$ cat src/rtl/cpu_pkg.sv
// Shared CPU definitions: fetch FSM states, the NOP word used for pipeline flushes,
// and the branch-displacement sign extension used by the fetch stage.
package cpu_pkg;

    localparam int          PC_W_DEFAULT = 16;
    localparam logic [15:0] NOP_INST     = 16'h0020;

    typedef enum logic [1:0] {
        IDLE  = 2'd0,
        RUN   = 2'd1,
        STALL = 2'd2
    } fetch_state_e;

    function automatic logic [PC_W_DEFAULT-1:0] sext8(input logic [7:0] disp);
        return {{(PC_W_DEFAULT-8){disp[7]}}, disp};
    endfunction

endpackage

$ cat src/rtl/fetch_unit_if.sv
// Fetch-stage bus: synchronous IMEM port plus the decoder-facing instruction/redirect signals.
interface fetch_unit_if
    import cpu_pkg::*;
#(
    parameter int PC_W = PC_W_DEFAULT
);
    logic            bcond_i;
    logic            jcond_i;
    logic [7:0]      disp_i;
    logic [PC_W-1:0] jtarget_i;
    logic [15:0]     imem_rdata_i;
    logic [PC_W-1:0] imem_addr_o;
    logic            imem_en_o;
    logic [15:0]     inst_o;
    logic [PC_W-1:0] link_o;

    modport master (
        input  bcond_i, jcond_i, disp_i, jtarget_i, imem_rdata_i,
        output imem_addr_o, imem_en_o, inst_o, link_o
    );

    modport slave (
        output bcond_i, jcond_i, disp_i, jtarget_i, imem_rdata_i,
        input  imem_addr_o, imem_en_o, inst_o, link_o
    );
endinterface

$ cat src/rtl/fetch_unit_pc_next_calc.sv
// Next-PC selection: register jump beats PC-relative branch beats sequential increment.
module pc_next_calc
    import cpu_pkg::*;
#(
    parameter int PC_W = PC_W_DEFAULT
) (
    input  logic            bcond,
    input  logic            jcond,
    input  logic [7:0]      disp,
    input  logic [PC_W-1:0] jtarget,
    input  logic [PC_W-1:0] pc_q,
    input  logic [PC_W-1:0] pc_d,
    output logic [PC_W-1:0] next_pc,
    output logic            redirect
);

    logic [PC_W-1:0] disp_ext;

    generate
        if (PC_W == PC_W_DEFAULT) begin : g_pkg_sext
            assign disp_ext = sext8(disp);
        end else begin : g_wide_sext
            assign disp_ext = {{(PC_W-8){disp[7]}}, disp};
        end
    endgenerate

    always_comb begin
        next_pc  = pc_q + PC_W'(1);
        redirect = bcond | jcond;
        if (jcond) begin
            next_pc = jtarget;
        end else if (bcond) begin
            // Branches are relative to the instruction being decoded, not the fetch PC.
            next_pc = pc_d + disp_ext;
        end
    end

endmodule

$ cat src/rtl/fetch_unit.sv
// Instruction fetch stage: owns the PC, drives synchronous IMEM and feeds the decoder.
// A decoder redirect squashes the single wrong-path word fetched during the redirect cycle.
module fetch_unit
    import cpu_pkg::*;
#(
    parameter int              PC_W     = PC_W_DEFAULT,
    parameter logic [PC_W-1:0] RESET_PC = '0,
    parameter logic [15:0]     NOP_INST = cpu_pkg::NOP_INST
) (
    input  logic         clk,
    input  logic         rstn,
    input  logic         start_i,
    input  logic         stall_i,
    input  logic         scan_en_i,
    input  logic         scan_i,
    output logic         scan_o,
    output logic         running_o,
    fetch_unit_if.master bus
);

    fetch_state_e    state_reg, state_next;
    logic [PC_W-1:0] pc_q, pc_f, pc_d;
    logic            squash_q;
    logic            scan_q;
    logic [PC_W-1:0] next_pc;
    logic            redirect;

    pc_next_calc #(.PC_W(PC_W)) u_pc_next (
        .bcond    (bus.bcond_i),
        .jcond    (bus.jcond_i),
        .disp     (bus.disp_i),
        .jtarget  (bus.jtarget_i),
        .pc_q     (pc_q),
        .pc_d     (pc_d),
        .next_pc  (next_pc),
        .redirect (redirect)
    );

    always_ff @(posedge clk or negedge rstn) begin
        if (!rstn) begin
            state_reg <= IDLE;
        end else begin
            state_reg <= state_next;
        end
    end

    // A redirect keeps the stage in RUN; a concurrent stall only bites next cycle.
    always_comb begin
        state_next = state_reg;
        case (state_reg)
            IDLE:    if (start_i && !scan_en_i) state_next = RUN;
            RUN:     if (stall_i && !redirect)  state_next = STALL;
            STALL:   if (!stall_i)              state_next = RUN;
            default: state_next = IDLE;
        endcase
    end

    always_ff @(posedge clk or negedge rstn) begin
        if (!rstn) begin
            pc_q     <= RESET_PC;
            pc_f     <= RESET_PC;
            pc_d     <= RESET_PC;
            squash_q <= 1'b1;
            scan_q   <= 1'b0;
        end else begin
            scan_q <= pc_q[PC_W-1];
            case (state_reg)
                IDLE: begin
                    if (scan_en_i) begin
                        pc_q <= {pc_q[PC_W-2:0], scan_i};
                    end else if (start_i) begin
                        // IMEM has produced nothing yet for the first RUN cycle.
                        squash_q <= 1'b1;
                    end
                end
                RUN: begin
                    pc_d     <= pc_f;
                    pc_f     <= pc_q;
                    pc_q     <= next_pc;
                    squash_q <= redirect;
                end
                default: ;
            endcase
        end
    end

    always_comb begin
        bus.imem_en_o = 1'b0;
        bus.inst_o    = NOP_INST;
        if (state_reg == RUN) begin
            bus.imem_en_o = 1'b1;
        end
        // In STALL the IMEM is disabled, so rdata (and hence inst_o) holds.
        if (state_reg != IDLE && !squash_q) begin
            bus.inst_o = bus.imem_rdata_i;
        end
    end

    assign bus.imem_addr_o = pc_q;
    assign bus.link_o      = pc_d + PC_W'(1);
    assign scan_o          = scan_q;
    assign running_o       = (state_reg != IDLE);

endmodule

$ cat src/flat_wrapper.sv
// flat-port wrapper written by rule: the top's interface ports become plain ports
module fetch_unit_flat import cpu_pkg::*;
#(
    parameter int              PC_W     = PC_W_DEFAULT,
    parameter logic [PC_W-1:0] RESET_PC = '0,
    parameter logic [15:0]     NOP_INST = cpu_pkg::NOP_INST
)
  (clk, rstn, start_i, stall_i, scan_en_i, scan_i, scan_o, running_o, bus_bcond_i, bus_jcond_i, bus_disp_i, bus_jtarget_i, bus_imem_rdata_i, bus_imem_addr_o, bus_imem_en_o, bus_inst_o, bus_link_o);
  fetch_unit_if #(.PC_W(PC_W)) bus_i ();
  input  logic clk;
  input  logic rstn;
  input  logic start_i;
  input  logic stall_i;
  input  logic scan_en_i;
  input  logic scan_i;
  output logic scan_o;
  output logic running_o;
  input wire logic [$bits(bus_i.bcond_i)-1:0] bus_bcond_i;
  input wire logic [$bits(bus_i.jcond_i)-1:0] bus_jcond_i;
  input wire logic [$bits(bus_i.disp_i)-1:0] bus_disp_i;
  input wire logic [$bits(bus_i.jtarget_i)-1:0] bus_jtarget_i;
  input wire logic [$bits(bus_i.imem_rdata_i)-1:0] bus_imem_rdata_i;
  output wire logic [$bits(bus_i.imem_addr_o)-1:0] bus_imem_addr_o;
  output wire logic [$bits(bus_i.imem_en_o)-1:0] bus_imem_en_o;
  output wire logic [$bits(bus_i.inst_o)-1:0] bus_inst_o;
  output wire logic [$bits(bus_i.link_o)-1:0] bus_link_o;
  assign bus_i.bcond_i = bus_bcond_i;
  assign bus_i.jcond_i = bus_jcond_i;
  assign bus_i.disp_i = bus_disp_i;
  assign bus_i.jtarget_i = bus_jtarget_i;
  assign bus_i.imem_rdata_i = bus_imem_rdata_i;
  assign bus_imem_addr_o = bus_i.imem_addr_o;
  assign bus_imem_en_o = bus_i.imem_en_o;
  assign bus_inst_o = bus_i.inst_o;
  assign bus_link_o = bus_i.link_o;
  fetch_unit #(.PC_W(PC_W), .RESET_PC(RESET_PC), .NOP_INST(NOP_INST)) u_core (.clk(clk), .rstn(rstn), .start_i(start_i), .stall_i(stall_i), .scan_en_i(scan_en_i), .scan_i(scan_i), .scan_o(scan_o), .running_o(running_o), .bus(bus_i));
endmodule
$ cat config.mk
export PLATFORM = sky130hd
export DESIGN_NAME = fetch_unit_flat
export DESIGN_NICKNAME = d
export VERILOG_FILES = /design/src/rtl/cpu_pkg.sv /design/src/rtl/fetch_unit_if.sv /design/src/rtl/fetch_unit_pc_next_calc.sv /design/src/rtl/fetch_unit.sv /design/src/flat_wrapper.sv
export SDC_FILE = /design/constraint.sdc
export NUM_CORES = 1
export LEC_CHECK = 0
export BUFFER_PORTS_ARGS = -buffer_cell sky130_fd_sc_hd__buf_2
export CAP_MARGIN = 20
export CORE_MARGIN = 8
export CORE_UTILIZATION = 49
export CTS_CLUSTER_SIZE = 24
export DETAILED_ROUTE_END_ITERATION = 7
export PLACE_DENSITY = 0.82
export SYNTH_ARGS = -nofsm -noshare
export SYNTH_HDL_FRONTEND = slang
export SYNTH_SLANG_ARGS = --single-unit
$ cat constraint.sdc
create_clock -name clk -period 2.22 [get_ports clk]
set_clock_uncertainty 0.05 [all_clocks]
set_input_delay 0.444 -clock clk [delete_from_list [all_inputs] [get_ports clk]]
set_output_delay 0.444 -clock clk [all_outputs]
set_load 0.02 [all_outputs]
Word level (Yosys, flattened, before mapping)
Index checks and enable logic that the tools add are counted.

word-level totals
  register bits = 52
  output and inout port bits = 51
  logic and storage cells = 43

cells by class
  add/sub/neg operators = 3
  equal/unequal tests = 8
  multiplexer cells = 13
  bitwise operators = 1
  reduce and logical (&&, ||, !) cells = 12

operators by type and width
  cell                                                                     number
  16-bit two-way mux                                                       4
  16-bit by 1-bit adder with 16-bit output, second input constant          2
  16-bit one-hot mux with 2 select lines                                   1
  16-bit adder                                                             1
  2-bit inequality test, second input constant                             4
  2-bit two-way mux                                                        3
  2-bit one-hot mux with 3 select lines                                    1
  3-bit AND reduction                                                      2
  2-bit by 1-bit inequality test with 1-bit output, second input constant  2
  2-bit nonzero test                                                       2
  1-bit logical AND                                                        3
  1-bit zero test                                                          3
  1-bit two-way mux                                                        3
  2-bit by 1-bit equality test with 1-bit output, second input constant    1
  2-bit equality test, second input constant                               1
  2-bit zero test                                                          1
  1-bit one-hot mux with 2 select lines                                    1
  2-bit AND reduction                                                      1
  1-bit bitwise OR                                                         1

Logic depth before layout (Yosys ltp)
  depth after elaboration = 5
  depth in mapped cells = 8

By module
From an unflattened synthesis, not the netlist that was laid out.

second synthesis, totals
  cell total of the unflattened synthesis = 406
  area total of the unflattened synthesis = 3,844.9 um^2

by module, submodules not included
  module        times used  cells each  area each (um^2)  seq. area each (um^2)
  fetch_unit    1           214         2,533.7           1,302.5
  pc_next_calc  1           192         1,311.3           0.0

Worst setup path after synthesis
OpenSTA, ideal clock, no wires.

  path type = input-to-reg
  start = in bus_disp_i[0]
  end = reg u_core.pc_q[12], in the netlist u_core.bus.imem_addr_o[12]
  library setup time = 99 ps
  arrival time = 2,232 ps
  required time = 2,071 ps
  setup slack = -162 ps
  cell stages on the path = 8
  cell sequence = ha_1 > fa_1 > a21oi_1 > o22ai_1 > o41ai_1 > o21ai_0 > xnor2_1 > a311oi_1

between the ends
  cells in the longest elaborated chain, start to end = 4

RTL lines
  item                                    RTL line                       RTL
  start, declared                         flat_wrapper.sv:20             input wire logic [$bits(bus_i.disp_i)-1:0] bus_disp_i;
  16-bit adder                            fetch_unit_pc_next_calc.sv:34  next_pc = pc_d + disp_ext;
  16-bit two-way mux                      fetch_unit_pc_next_calc.sv:32  end else if (bcond) begin
  16-bit two-way mux                      fetch_unit_pc_next_calc.sv:30  if (jcond) begin
  16-bit one-hot mux with 2 select lines  fetch_unit.sv:67               case (state_reg)
  end signal, assigned                    fetch_unit.sv:70               pc_q <= {pc_q[PC_W-2:0], scan_i};
  end signal, assigned                    fetch_unit.sv:79               pc_q <= next_pc;
  end, declared                           fetch_unit.sv:22               logic [PC_W-1:0] pc_q, pc_f, pc_d;

No other way between the ends.
A chain may end at the register's enable or synchronous reset.

Final worst setup path
  start = reg u_core.pc_d[4]
  end = out bus_link_o[15]

between the ends
  cells in the longest elaborated chain, start to end = 1

RTL lines
  item                                      RTL line            RTL
  start, declared                           fetch_unit.sv:22
  start signal, assigned                    fetch_unit.sv:77    pc_d <= pc_f;
  16-bit by 1-bit adder with 16-bit output  fetch_unit.sv:100   assign bus.link_o = pc_d + PC_W'(1);
  end, declared                             flat_wrapper.sv:26  output wire logic [$bits(bus_i.link_o)-1:0] bus_link_o;

No other way between the ends.

==> impl_metrics.toml <==
[run_status]
outcome = "complete, but fails checks"
violations = "negative setup slack"

[setup_path]
worstPathArrival_ns = 1.77
cpMostUsedCell = "and3_4"
rr_worst_depth = 8
worst_ep_required_time_ns = 1.73
critPathKind = "reg -> out"
cp.depth = 6
worst-path-buf-inv = 1
crit_fanout = 4
cpLargestDelayFamily = "simple AND/OR/NAND/NOR gates"
cp-start-kind = "flop"
slowest_delay_ns = 0.42
worstSetupEndpointType = "output pin"
crit_chain = "and3_4 > and3_4 > nand3_2 > nor3_2 > xor2_1 > buf_4"
critical_path.slowest_cell = "dfrtp_1"

[floorplan]
die_h_um = 105
rows = 32
start_util_pct = 50.4
dieArea_um2 = 11100
fp.dieW_um = 105
io-pin-count = 99
coreArea_um2 = 7730

[sta]
setup_violations = 6
tightestPinTransition_ns = 0.503
maxSlewViolCount = 0
rsz0062_at_grt = "true"
fin_ws_ns = -0.0457
fmax_mhz = 441
relSlewSlack_pct = 65.6
finalCritPeriodShare_pct = 102
fin_crit_ns = 2.27
hold_viol = 0

[final_layout]
area_delta_synth_final_pct = 31.6
final_cell_mix = "nand2_1 (115), buf_2 (92), buf_4 (65), dfrtp_1 (50), nor2_1 (40)"
layout-drive-gt1-share_pct = 32.1
layout.nets = 701
diodes = 0
layout.cells.non_filler = 737
final_area_um2 = 5120
layout_commonest_cell = "nand2_1"

[hold_path]
hp-class = "in -> async"

[detailed_routing]
route.met2.wl_mm = 6.68
topRoutingLayerUsed = "met4"
wirelength_mm = 13.0
vias = 4276
drtIter0Drc = 340
ant_nets = 0
wl_met3_um = 846
viasPerCell = 5.80
first_pass_iters = 6
wl_met1_mm = 5.04
drcViolationCount = 0
routedWlPerCell_um = 17.6

[cts]
clockBufferDepth = 2
cts_sinks = 52
htree_levels = 2
clkLatencyLatePin_ns = 0.32
cts_buffers = 5
root_buffer = "clkbuf_8"
cts_tree = "yes"
clkSlewWorstSetupHoldPaths_ns = 0.10

[yosys]
syn_nets = 567
synth_warnings = 0
syn_avg_cell_area_um2 = 7.77
ys_seq_elements = 52
synthFlopType = "dfrtp_1"
synth.distinct_cells = 59
syn_area_um2 = 3890
ys_seq_area_share_pct = 33.5
synthCells = 501
synthArstFlopShare_pct = 100
synth-edff-count = 0

[global_routing]
gr-total-overflow = 0
antenna_found_initial = 0
grt_max_degree = 53
grt_pass1_wl_mm = 21.2
grtUsageTotal_pct = 23.1
grt_pass1_vias = 4368

[pwr]
finalPower_mw = 7.23
p_leak_nw = 2.55
power_density_nw_per_um2 = 1410
max-vdd-ir-drop_uv = 808

[placement]
hpwl_mm = 9.46
postPlaceCellArea_um2 = 4790
place_inst = 723
gp_congestion = 0.927
numPortBuffers = 98

[run]
maxCapViolCount = 0
## final cells by class
| type | count | area, um2 |
|---|---|---|
| clock buffer | 5 | 68.8 |
| clock inverter | 2 | 60.1 |
| fill | 627 | 2600 |
| inverter | 13 | 48.8 |
| multi-input combinational | 404 | 2530 |
| sequential | 52 | 1300 |
| tap | 102 | 128 |
| timing repair buffer | 159 | 980 |
## routing by layer
layer	vias up	track usage (%)
li1	1992	-
met2	182	38.8
met5	-	0
met4	0	10.7
met1	2064	27.5
met3	38	4.85
## logic make-up after synthesis
kind of cell,share of synthesized area (%)
flip-flops,33.5
buffers and inverters,5.40
XOR/XNOR,8.33
multiplexers,1.03
AO/OA/AOI/OAI,17.7
AND/OR/NAND/NOR,28.1
adder cells (fa/ha/maj),5.98
## cells in the mapped netlist (4+ instances only)
cell type,n,area share (%)
nand3_1,20,2.6
buf_2,6,0.77
buf_1,5,0.48
a21o_1,6,1.2
buf_6,4,1.2
xnor2_1,24,5.4
and2_1,15,2.4
nand4_1,6,0.96
or3_1,5,0.80
mux2i_1,4,1.0
nor3_1,15,1.9
inv_1,13,1.3
nor2_1,43,4.1
ha_1,17,5.5
dfrtp_1,51,33
a31oi_1,5,0.80
nand2_1,116,11
o21ai_0,24,3.1
clkbuf_1,16,1.5
a211oi_1,6,1.2
and3_1,9,1.4
a21oi_1,26,3.3
xor2_1,13,2.9
nand2b_1,4,0.64
## through the flow
step | util [%] | setup TNS [ns] | setup WS, ns | hold WS (ns)
2_1_floorplan | - | 0 | 0.00913 | 0.0984
3_3_place_gp | 62.0 | -0.713 | -0.154 | 0.400
3_5_place_dp | 62.0 | -1.27 | -0.216 | 0.408
4_1_cts | 64.8 | -0.113 | -0.0290 | 0.0779
5_1_grt | 66.3 | -1.47 | -0.164 | 0.0875
6_report | 66.3 | -0.176 | -0.0457 | 0.0413
## path summary, 6_finish.rpt
kind / from / to / slack (ns)
min in group clk: stall_i / u_core.state_reg[0] / 0.28
hold reg to reg: u_core.pc_f[10] / u_core.pc_d[10] / 0.43
hold / removal: rstn / u_core.state_reg[0] / 0.04
setup / recovery: u_core.pc_d[4] / bus_link_o[15] / -0.05
max in group asynchronous: rstn / u_core.pc_d[3] / 1.78
setup reg to reg: u_core.pc_d[4] / u_core.bus.imem_addr_o[15] / -0.04
## power breakdown
part           switching [mW]  internal (mW)
combinational            2.65           1.95
clock                   0.328          0.444
sequential              0.469           1.40
## what timing repair did
action	CTS	global route
hold endpoints to repair	0	0
resized for setup	17	24
endpoints found under the setup margin	17	16
pin swaps	6	11
hold buffers	0	0
buffers inserted	6	1
No activity file was read; power rests on OpenSTA's default activity.
